## src/rtl/pmbist_pkg.sv

```systemverilog
// rtl/pmbist_pkg.sv - shared types and constants for the PMBIST address generator
//
// Contents:
//   state_t        : sequencer state encoding (ST_IDLE, ST_RUN, ST_DONE)
//   ADDR_W_DEFAULT : default address width
//   OPS_W          : width of the op-count / op-index fields
package pmbist_pkg;

    typedef enum logic [1:0] {
        ST_IDLE = 2'd0,
        ST_RUN  = 2'd1,
        ST_DONE = 2'd2
    } state_t;

    localparam int ADDR_W_DEFAULT = 8;
    localparam int OPS_W          = 2;

endpackage

```

## src/rtl/pmbist_updown_cnt.sv

```systemverilog
// rtl/pmbist_updown_cnt.sv - loadable up/down address counter with sweep-end flag
//
// Ports:
//   clk      in  clock, rising edge
//   rst      in  synchronous active-high reset (counter to 0)
//   load     in  load load_val (has priority over en)
//   load_val in  value loaded when load is high
//   en       in  step the counter one position
//   down     in  0 = count up, 1 = count down
//   cnt      out current count
//   at_end   out count is at the sweep end for the current direction
//                (MAX_ADDR when counting up, 0 when counting down)
module pmbist_updown_cnt #(
    parameter int ADDR_W   = 8,
    parameter int MAX_ADDR = 2**ADDR_W-1
) (
    input  logic              clk,
    input  logic              rst,
    input  logic              load,
    input  logic [ADDR_W-1:0] load_val,
    input  logic              en,
    input  logic              down,
    output logic [ADDR_W-1:0] cnt,
    output logic              at_end
);

    localparam logic [ADDR_W-1:0] MAX_A = ADDR_W'(MAX_ADDR);
    localparam logic [ADDR_W-1:0] ONE   = ADDR_W'(1);

    always_ff @(posedge clk) begin
        if (rst) begin
            cnt <= '0;
        end else if (load) begin
            cnt <= load_val;
        end else if (en) begin
            cnt <= down ? (cnt - ONE) : (cnt + ONE);
        end
    end

    assign at_end = down ? (cnt == '0) : (cnt == MAX_A);

endmodule

```

## src/rtl/pmbist_addr_gen.sv

```systemverilog
// rtl/pmbist_addr_gen.sv - march-element address/op sequencer for PMBIST
//
// Sweeps addresses 0..MAX_ADDR (ascending) or MAX_ADDR..0 (descending),
// issuing 1..4 ops per address, paced by op_adv from the BIST controller.
//
// Ports:
//   clk          in  clock, rising edge
//   rst          in  synchronous active-high reset
//   start        in  begin one march element (honoured only when idle)
//   dir_down     in  sampled with start: 0 ascending, 1 descending
//   ops_per_addr in  sampled with start: ops per address minus 1
//   op_adv       in  current op issued; advance op/address
//   addr         out current memory address
//   op_idx       out index of current op within the address
//   busy         out element in progress
//   last_op      out current op is the final op of the element
//   done         out one-cycle pulse after the final op_adv
//
// Build option: PMBIST_ADDR_GRAY_EN drives addr with the Gray code of the
// internal binary counter (needs MAX_ADDR = 2**ADDR_W-1). End detection and
// last_op always use the binary counter.
module pmbist_addr_gen
    import pmbist_pkg::*;
#(
    parameter int ADDR_W   = ADDR_W_DEFAULT,
    parameter int MAX_ADDR = 2**ADDR_W-1
) (
    input  logic              clk,
    input  logic              rst,
    input  logic              start,
    input  logic              dir_down,
    input  logic [OPS_W-1:0]  ops_per_addr,
    input  logic              op_adv,
    output logic [ADDR_W-1:0] addr,
    output logic [OPS_W-1:0]  op_idx,
    output logic              busy,
    output logic              last_op,
    output logic              done
);

    localparam logic [ADDR_W-1:0] MAX_A = ADDR_W'(MAX_ADDR);
    localparam logic [OPS_W-1:0]  OP_ONE = OPS_W'(1);

    state_t             state;
    state_t             state_nx;
    logic               dir_q;
    logic [OPS_W-1:0]   ops_q;
    logic [OPS_W-1:0]   op_idx_nx;
    logic               latch;
    logic               cnt_load;
    logic               cnt_en;
    logic [ADDR_W-1:0]  cnt;
    logic [ADDR_W-1:0]  load_val;
    logic               at_end;

    // The start address is taken from the live dir_down because it is
    // loaded in the same cycle that dir_down is latched.
    assign load_val = dir_down ? MAX_A : '0;

    pmbist_updown_cnt #(
        .ADDR_W   (ADDR_W),
        .MAX_ADDR (MAX_ADDR)
    ) u_cnt (
        .clk      (clk),
        .rst      (rst),
        .load     (cnt_load),
        .load_val (load_val),
        .en       (cnt_en),
        .down     (dir_q),
        .cnt      (cnt),
        .at_end   (at_end)
    );

`ifdef PMBIST_ADDR_GRAY_EN
    assign addr = cnt ^ (cnt >> 1);
`else
    assign addr = cnt;
`endif

    assign last_op = (state == ST_RUN) && at_end && (op_idx == ops_q);

    always_ff @(posedge clk) begin
        if (rst) begin
            state  <= ST_IDLE;
            op_idx <= '0;
            dir_q  <= 1'b0;
            ops_q  <= '0;
        end else begin
            state  <= state_nx;
            op_idx <= op_idx_nx;
            if (latch) begin
                dir_q <= dir_down;
                ops_q <= ops_per_addr;
            end
        end
    end

    always_comb begin
        state_nx  = state;
        op_idx_nx = op_idx;
        latch     = 1'b0;
        cnt_load  = 1'b0;
        cnt_en    = 1'b0;
        busy      = 1'b0;
        done      = 1'b0;
        case (state)
            ST_IDLE: begin
                if (start) begin
                    state_nx  = ST_RUN;
                    latch     = 1'b1;
                    cnt_load  = 1'b1;
                    op_idx_nx = '0;
                end
            end
            ST_RUN: begin
                busy = 1'b1;
                if (op_adv) begin
                    if (op_idx != ops_q) begin
                        op_idx_nx = op_idx + OP_ONE;
                    end else if (!at_end) begin
                        op_idx_nx = '0;
                        cnt_en    = 1'b1;
                    end else begin
                        // Final op: hold addr/op_idx so the end position stays visible.
                        state_nx = ST_DONE;
                    end
                end
            end
            ST_DONE: begin
                done     = 1'b1;
                state_nx = ST_IDLE;
            end
            default: begin
                state_nx = ST_IDLE;
            end
        endcase
    end

endmodule

```

## config.mk

```make
export PLATFORM = sky130hd
export DESIGN_NAME = pmbist_addr_gen
export DESIGN_NICKNAME = d
export VERILOG_FILES = /design/src/rtl/pmbist_pkg.sv /design/src/rtl/pmbist_updown_cnt.sv /design/src/rtl/pmbist_addr_gen.sv
export SDC_FILE = /design/constraint.sdc
export NUM_CORES = 1
export LEC_CHECK = 0
export ABC_AREA = 1
export CAP_MARGIN = 20
export CORE_MARGIN = 3
export CORE_UTILIZATION = 38
export CTS_BUF_LIST = sky130_fd_sc_hd__clkbuf_8
export DETAILED_ROUTE_END_ITERATION = 6
export PLACE_DENSITY = 0.63
export SYNTH_ARGS = -nofsm -noshare
export SYNTH_HDL_FRONTEND = slang
export SYNTH_SLANG_ARGS = --single-unit
```

## constraint.sdc

```tcl
create_clock -name clk -period 2.2 [get_ports clk]
set_input_delay 0.22 -clock clk [delete_from_list [all_inputs] [get_ports clk]]
set_output_delay 0.22 -clock clk [all_outputs]
set_load 0.01 [all_outputs]
```

==> results by group, run 1 <==
Global routing
  – Largest net degree at the start of global routing: 18
  – Tot GR Track Use: 0.153
  – Vias in the first global route: 1169
  – Total global routing overflow: 0
  – Initial antenna violation count: 0
  – First-pass GRT wire length: 5.03 mm

Logic synthesis
  – Largest area contributor in the netlist: dfxtp_1
  – Synth cell count leaders: nand2_1, nor2_1, inv_1
  – Synth Cell Area: 1240 um^2
  – Seq/Total Area, Yosys: 0.242
  – Top cells by area, synth: dfxtp_1, nand2_1, nor2_1, inv_1, nand3_1
  – Syn avg cell area: 6.30 um^2
  – Seq cells post-synth: 15
  – Syn nets: 211
  – Most used flip-flop cell after synthesis: dfxtp_1
  – Cells after synthesis: 197
  – Yosys top cell area share: 0.242
  – Synth cell types: 30
  – Number of synthesized flops with an enable pin: 0
  – Yosys warns: 0
  – Async SR Flop Fraction: 0
  – Top-count cell post-synth: nand2_1

Power
  – Clock power frac: 0.257
  – Maximum vdd drop: 0.378 mV
  – Seq pwr share: 0.380
  – Internal power: 563 uW
  – PD cells: 582 nW/um^2
  – Leak: 0.000767 uW
  – Combinational share of power: 0.363
  – Tot Pwr: 877 uW
  – Switching pwr: 314 uW
  – Switching portion of total power: 0.358

Worst setup path
  – Startpoint type of the worst setup path: flop
  – Slowest-stage cell, CP: clkdlybuf4s50_1
  – Worst path max stage delay: 520 ps
  – Crit-path max FO: 9
  – Worst path cell trace: inv_2 > nor2_2 > inv_1 > nor2_1 > nand2_1 > nand2_2 > nand2_2 > inv_1 > clkdlybuf4s50_1
  – Largest delay share family, worst path: buffers and inverters
  – Endpoint class of the critical path: primary output
  – Kind of critical path: flop to primary output
  – Worst Path Required: 1980 ps
  – WP buf/inv: 4
  – CP Data Arrival Time: 1820 ps

Routing
  – Post-DRT Antenna Nets: 0
  – Routed len/inst: 10.7 um
  – DR iter-0 viols: 37
  – DR vias: 1224
  – DRT Pass-1 Iters: 4
  – Remaining DRCs: 0
  – Final wirelength: 2.80 mm
  – Vias per inst: 4.67

Cells and area
  – Share of layout cells above drive strength 1: 0.0963
  – Fillers: 328
  – Area grow syn2layout: 21.4%
  – Ant diodes: 0
  – Fin area: 1510 um^2
  – Register Area: 302 um^2
  – Final nets: 233
  – Non-Filler Instances: 262
  – Area of the multi-input gates: 801 um^2

Clock tree
  – CTS tree: yes
  – H-tree Lvls: 1
  – Postcts setup bufs: 0
  – Clock slew at reported path FFs: 70 ps
  – CTS Buf Count: 3
  – # clock sinks: 15
  – Clock root buffer: clkbuf_8
  – Later-pin clock latency in the skew report: 250 ps
  – Clk buf depth: 2
  – Resized cells post-CTS: 0
  – Hold Buf Count CTS: 0

Die
  – Core area: 3080 um^2
  – Row cnt: 20
  – Initial core utilization: 0.403
  – Die area: 3990 um^2
  – I/O pin cnt: 20
  – Die Y: 63.2 um
  – Die width: 63.2 um

STA
  – Final min period: 2040 ps
  – Max Freq: 491 MHz
  – Setup TNS: 0 ps
  – Final setup viols: 0
  – Hold WS: 548 ps
  – Final hold violation count: 0
  – Slew Limit Fails: 0
  – Slew headroom: 0.771
  – RSZ-0062 raised after global routing: no
  – Period utilization: 0.925
  – Clock skew: 9.22 ps
  – Least-Margin Pin Slew: 343 ps

Outcome
  – Status: finished, final reports clean

Place
  – Placed cell areas: 1460 um^2
  – Placed cells: 258
  – Detailed placement HPWL: 2.14 mm
  – Placer Congestion: 0.793
  – Port Buffer Count: 19

Worst hold path
  – Min-Delay Path Class: flop to flop

Flow run
  – Maxcap violations: 0
==> stage by stage <==
stage / setup WS, ps / utilization
2_1_floorplan: 575 / -
3_3_place_gp: 351 / 0.474
3_5_place_dp: 343 / 0.474
4_1_cts: 56.0 / 0.489
5_1_grt: 56.6 / 0.489
6_report: 164 / 0.489
==> area by class of cell <==
class / count / area share
multi-input combinational: 151 / 0.532
sequential: 15 / 0.200
timing repair buffer: 19 / 0.126
inverter: 29 / 0.0756
tap: 44 / 0.0365
clock buffer: 3 / 0.0274
clock inverter: 1 / 0.00249
==> metal layers <==
metal / wire length [um] / GRT usage / part of all wire / vias to the layer above
met4: 8 / 0.0248 / 0.0029 / 0
met1: 1430 / 0.210 / 0.51 / 539
li1: - / - / - / 666
met5: 0 / 0 / 0 / -
met2: 1270 / 0.250 / 0.45 / 17
met3: 95 / 0.0321 / 0.034 / 2
==> power by group through the flow <==
stage	combinational (uW)	clock (uW)	sequential, uW
2_1_floorplan	219	0	340
3_3_place_gp	318	0	339
3_5_place_dp	318	0	339
4_1_cts	321	235	333
5_1_grt	367	243	338
6_report	318	225	333
==> kinds of logic after synthesis <==
| logic type | after synthesis | share of synthesized area |
|---|---|---|
| buffers and inverters | 31 | 0.113 |
| AO/OA/AOI/OAI | 17 | 0.0716 |
| XOR/XNOR | 3 | 0.0333 |
| flip-flops | 15 | 0.242 |
| AND/OR/NAND/NOR | 124 | 0.464 |
| adder cells (fa/ha/maj) | 7 | 0.0766 |
==> path summary, 6_finish.rpt <==
kind / start / end / slack [ps] / cells after the start
setup reg to reg: u_cnt.cnt[0] / u_cnt.cnt[4] / 440 / 11
hold reg to reg: op_idx[1] / op_idx[1] / 550 / 2
setup / recovery: dir_q / last_op / 160 / 9
hold / removal: op_idx[1] / op_idx[1] / 550 / 2
==> registers in the layout (all words and copies together) (netlist names) <==
register and flops:
u_cnt.cnt 8, ops_q 2, state 2, op_idx 2
dir_q 1
==> tightest hold or removal path: cells and delay by family, from the launching register on <==
family | cells | cell delay (ps)
flops | 1 | 360
simple gates | 1 | 80
compound gates | 1 | 50
==> cell usage in the layout, fill, tap and decap left out, types with 2 or more instances in the layout <==
master / instances
dfxtp_1: 14
inv_1: 28
xnor2_2: 2
nand3b_1: 4
nor2_1: 38
nor2_2: 3
clkbuf_8: 3
nand2_1: 47
clkdlybuf4s50_1: 19
ha_1: 6
a21oi_1: 8
nand4_1: 2
nand2_2: 4
nand3_1: 17
o21ai_0: 7
(Power assumes the default switching activity.)
==> run 2, diff against run 1 <==
CORE_UTILIZATION = 40   (was 38)
PLACE_DENSITY = 0.66   (was 0.63)
==> run 2 against run 1 <==
Against the previous run: clock skew decreased by 4.1 ps; wire length increased by 2.7%; flip-flop and latch count unchanged; critical endpoint unchanged; non-clock buffer count unchanged; core utilization increased by 3.3 points; largest cell class unchanged; clock power about the same; total power increased by 0.34%; sequential power about the same; highest routed layer unchanged; register-to-register slack about the same.
==> results by group, run 2 (synthesis results as in run 1) <==
STA
  – Final WS setup: 114 ps (-50.6 ps)
  – Clock skew: 5.12 ps (-4.10 ps)
  – Final hold violation count: 0 (unchanged)
  – Slew headroom: 0.760 (-0.0107)
  – Period utilization: 0.948 (+0.0230)
  – Least-Margin Pin Slew: 359 ps (+16.1 ps)
  – Hold WS: 546 ps (-2.04 ps)
  – Final min period: 2090 ps (+50.6 ps)
  – Setup TNS: 0 ps (unchanged)
  – Final setup viols: 0 (unchanged)
  – Max Freq: 479 MHz (-2.4%)
  – Slew Limit Fails: 0 (unchanged)
  – RSZ-0062 raised after global routing: no

Worst setup path
  – FF-to-FF setup slack: 440 ps (about the same)
  – Largest delay share family, worst path: simple AND/OR/NAND/NOR gates
  – Worst path cell trace: nand2_1 > nor2_1 > nand4_1 > nand2_2 > nand2_2 > inv_1 > clkdlybuf4s50_1
  – Worst path max stage delay: 520 ps (about the same)
  – Reg2reg start: u_cnt.cnt[0]
  – Endpoint class of the critical path: primary output
  – Slowest-stage cell, CP: clkdlybuf4s50_1
  – Worst reg2reg path endpoint: u_cnt.cnt[6]
  – CP Data Arrival Time: 1870 ps (+50 ps)
  – Startpoint type of the worst setup path: flop
  – Most frequent CP cell: nand2_2
  – WP buf/inv: 2 (-2)
  – Worst Path Required: 1980 ps (about the same)
  – Worst R2R Path Depth: 12 (+1)
  – Kind of critical path: flop to primary output
  – Crit-path max FO: 6 (-3)

Cells and area
  – Final nets: 233 (unchanged)
  – Most common cell after layout, fill and taps aside: nand2_1
  – Area grow syn2layout: 20.1%
  – Ant diodes: 0 (unchanged)
  – Most frequent cells in the layout: nand2_1, nor2_1, inv_1, clkdlybuf4s50_1, nand3_1
  – Max reg flops: 8 (unchanged)
  – Share of layout cells above drive strength 1: 0.0963 (unchanged)
  – Largest register by flop count: u_cnt.cnt

Place
  – Port Buffer Count: 19 (unchanged)
  – Placer Congestion: 0.791 (-0.29%)
  – Place WS: 340 ps (-2.97 ps)
  – Detailed placement HPWL: 2.25 mm (+5.2%)

Routing
  – DR vias: 1275 (+4.2%)
  – Final wirelength: 2.88 mm (+2.7%)
  – DR iter-0 viols: 56 (+51%)
  – DRT Pass-1 Iters: 4 (unchanged)
  – Vias per inst: 5.12 (+9.6%)
  – Post-DRT Antenna Nets: 0 (unchanged)
  – Remaining DRCs: 0 (unchanged)
  – Routed len/inst: 11.6 um (+8.1%)

Global routing
  – Total global routing overflow: 0 (unchanged)
  – Initial antenna violation count: 0 (unchanged)
  – Vias in the first global route: 1136 (-2.8%)
  – First-pass GRT wire length: 4.87 mm (-3.2%)
  – Largest net degree at the start of global routing: 18 (unchanged)
  – Tot GR Track Use: 0.170 (+0.0166)

Die
  – Die area: 3810 um^2 (-4.5%)
  – Core area: 2850 um^2 (-7.3%)
  – Die width: 61.7 um (-2.3%)
  – Row cnt: 19 (-5.0%)
  – Die Y: 61.7 um (-2.3%)
  – I/O pin cnt: 20 (unchanged)
  – Initial core utilization: 0.435 (+0.0318)

Clock tree
  – H-tree Lvls: 1 (unchanged)
  – Later-pin clock latency in the skew report: 250 ps (about the same)
  – # clock sinks: 15 (unchanged)
  – Clk buf depth: 2 (unchanged)
  – Clock slew at reported path FFs: 70 ps (about the same)
  – Clock root buffer: clkbuf_8
  – CTS Buf Count: 3 (unchanged)
  – CTS tree: yes

Worst hold path
  – Hold EP: op_idx[1]
  – Min-Delay Path Class: flop to flop
  – Min-delay src: op_idx[1]
  – Hold path depth: 2 (unchanged)

Power
  – Leak: 0.000767 uW (unchanged)
  – PD cells: 590 nW/um^2 (+1.4%)
  – Maximum vdd drop: 0.370 mV (-1.9%)

Outcome
  – Status: finished, final reports clean

Flow run
  – Maxcap violations: 0 (unchanged)
-- run 2: cell counts in the layout (fill, tap and decap cells not counted) --
No cell type changed its count.
-- run 2: metrics by stage --
step,cell area (um^2),cells,utilization,power (uW)
6_report,1490,249,0.522,880
5_1_grt,1490,249,0.522,943
4_1_cts,1490,249,0.522,882
3_5_place_dp,1440,245,0.506,658
3_3_place_gp,1440,245,0.506,652
2_1_floorplan,1240,197,-,559
-- run 2: layer usage --
metal | wire [um] | GRT usage
met2 | 1340 | 0.281
met3 | 148 | 0.0455
met4 | 11 | 0.0182
met1 | 1380 | 0.230
met5 | 0 | 0
-- run 2: where the power goes --
| part | total, uW | internal (uW) | switching (uW) |
|---|---|---|---|
| Combinational | 322 | 141 | 181 |
| Clock | 224 | 124 | 101 |
| Sequential | 333 | 298 | 35.2 |
-- run 2: worst max path at each step --
stage / to / cells after the start / slack, ps / from
after floorplan: u_cnt.cnt[4] / 11 / 580 / u_cnt.cnt[0]
after global placement: last_op / 9 / 370 / dir_q
after detailed placement: last_op / 9 / 340 / dir_q
after CTS: last_op / 9 / 50 / dir_q
after global routing: last_op / 7 / 10 / u_cnt.cnt[1]
final: last_op / 7 / 110 / u_cnt.cnt[1]
-- run 2: worst register-to-register path: stages (launching register included) --
cell	delay, ps
dfxtp_1	420
inv_1	120
fa_1	420
inv_1	80
nand2_1	70
nand2_1	70
nand3b_1	100
nand2_1	70
nand2_1	50
nand3_1	70
nand2_1	60
nor2_1	100
nor2_1	50
-- run 2: final cells by class --
| type | count | area, um^2 |
|---|---|---|
| Clock buffer | 3 | 41.3 |
| Inverter | 29 | 114 |
| Multi-Input combinational cell | 151 | 801 |
| Sequential cell | 15 | 302 |
| Clock inverter | 1 | 3.75 |
| Fill cell | 308 | 1360 |
| Timing Repair Buffer | 19 | 190 |
| Tap cell | 31 | 38.8 |
-- run 2: what timing repair did --
action | in CTS | in global routing
endpoints found under the setup margin | 0 | 1
gates resized for setup | 0 | 1
hold buffers | 0 | 0
buffers inserted | 0 | 0
==> run 3, diff against run 2 <==
CTS_BUF_LIST = sky130_fd_sc_hd__clkbuf_8 sky130_fd_sc_hd__clkbuf_16   (was sky130_fd_sc_hd__clkbuf_8)
==> results of run 3 <==
The final DEF is identical to that of run 2; final timing and power are the same.
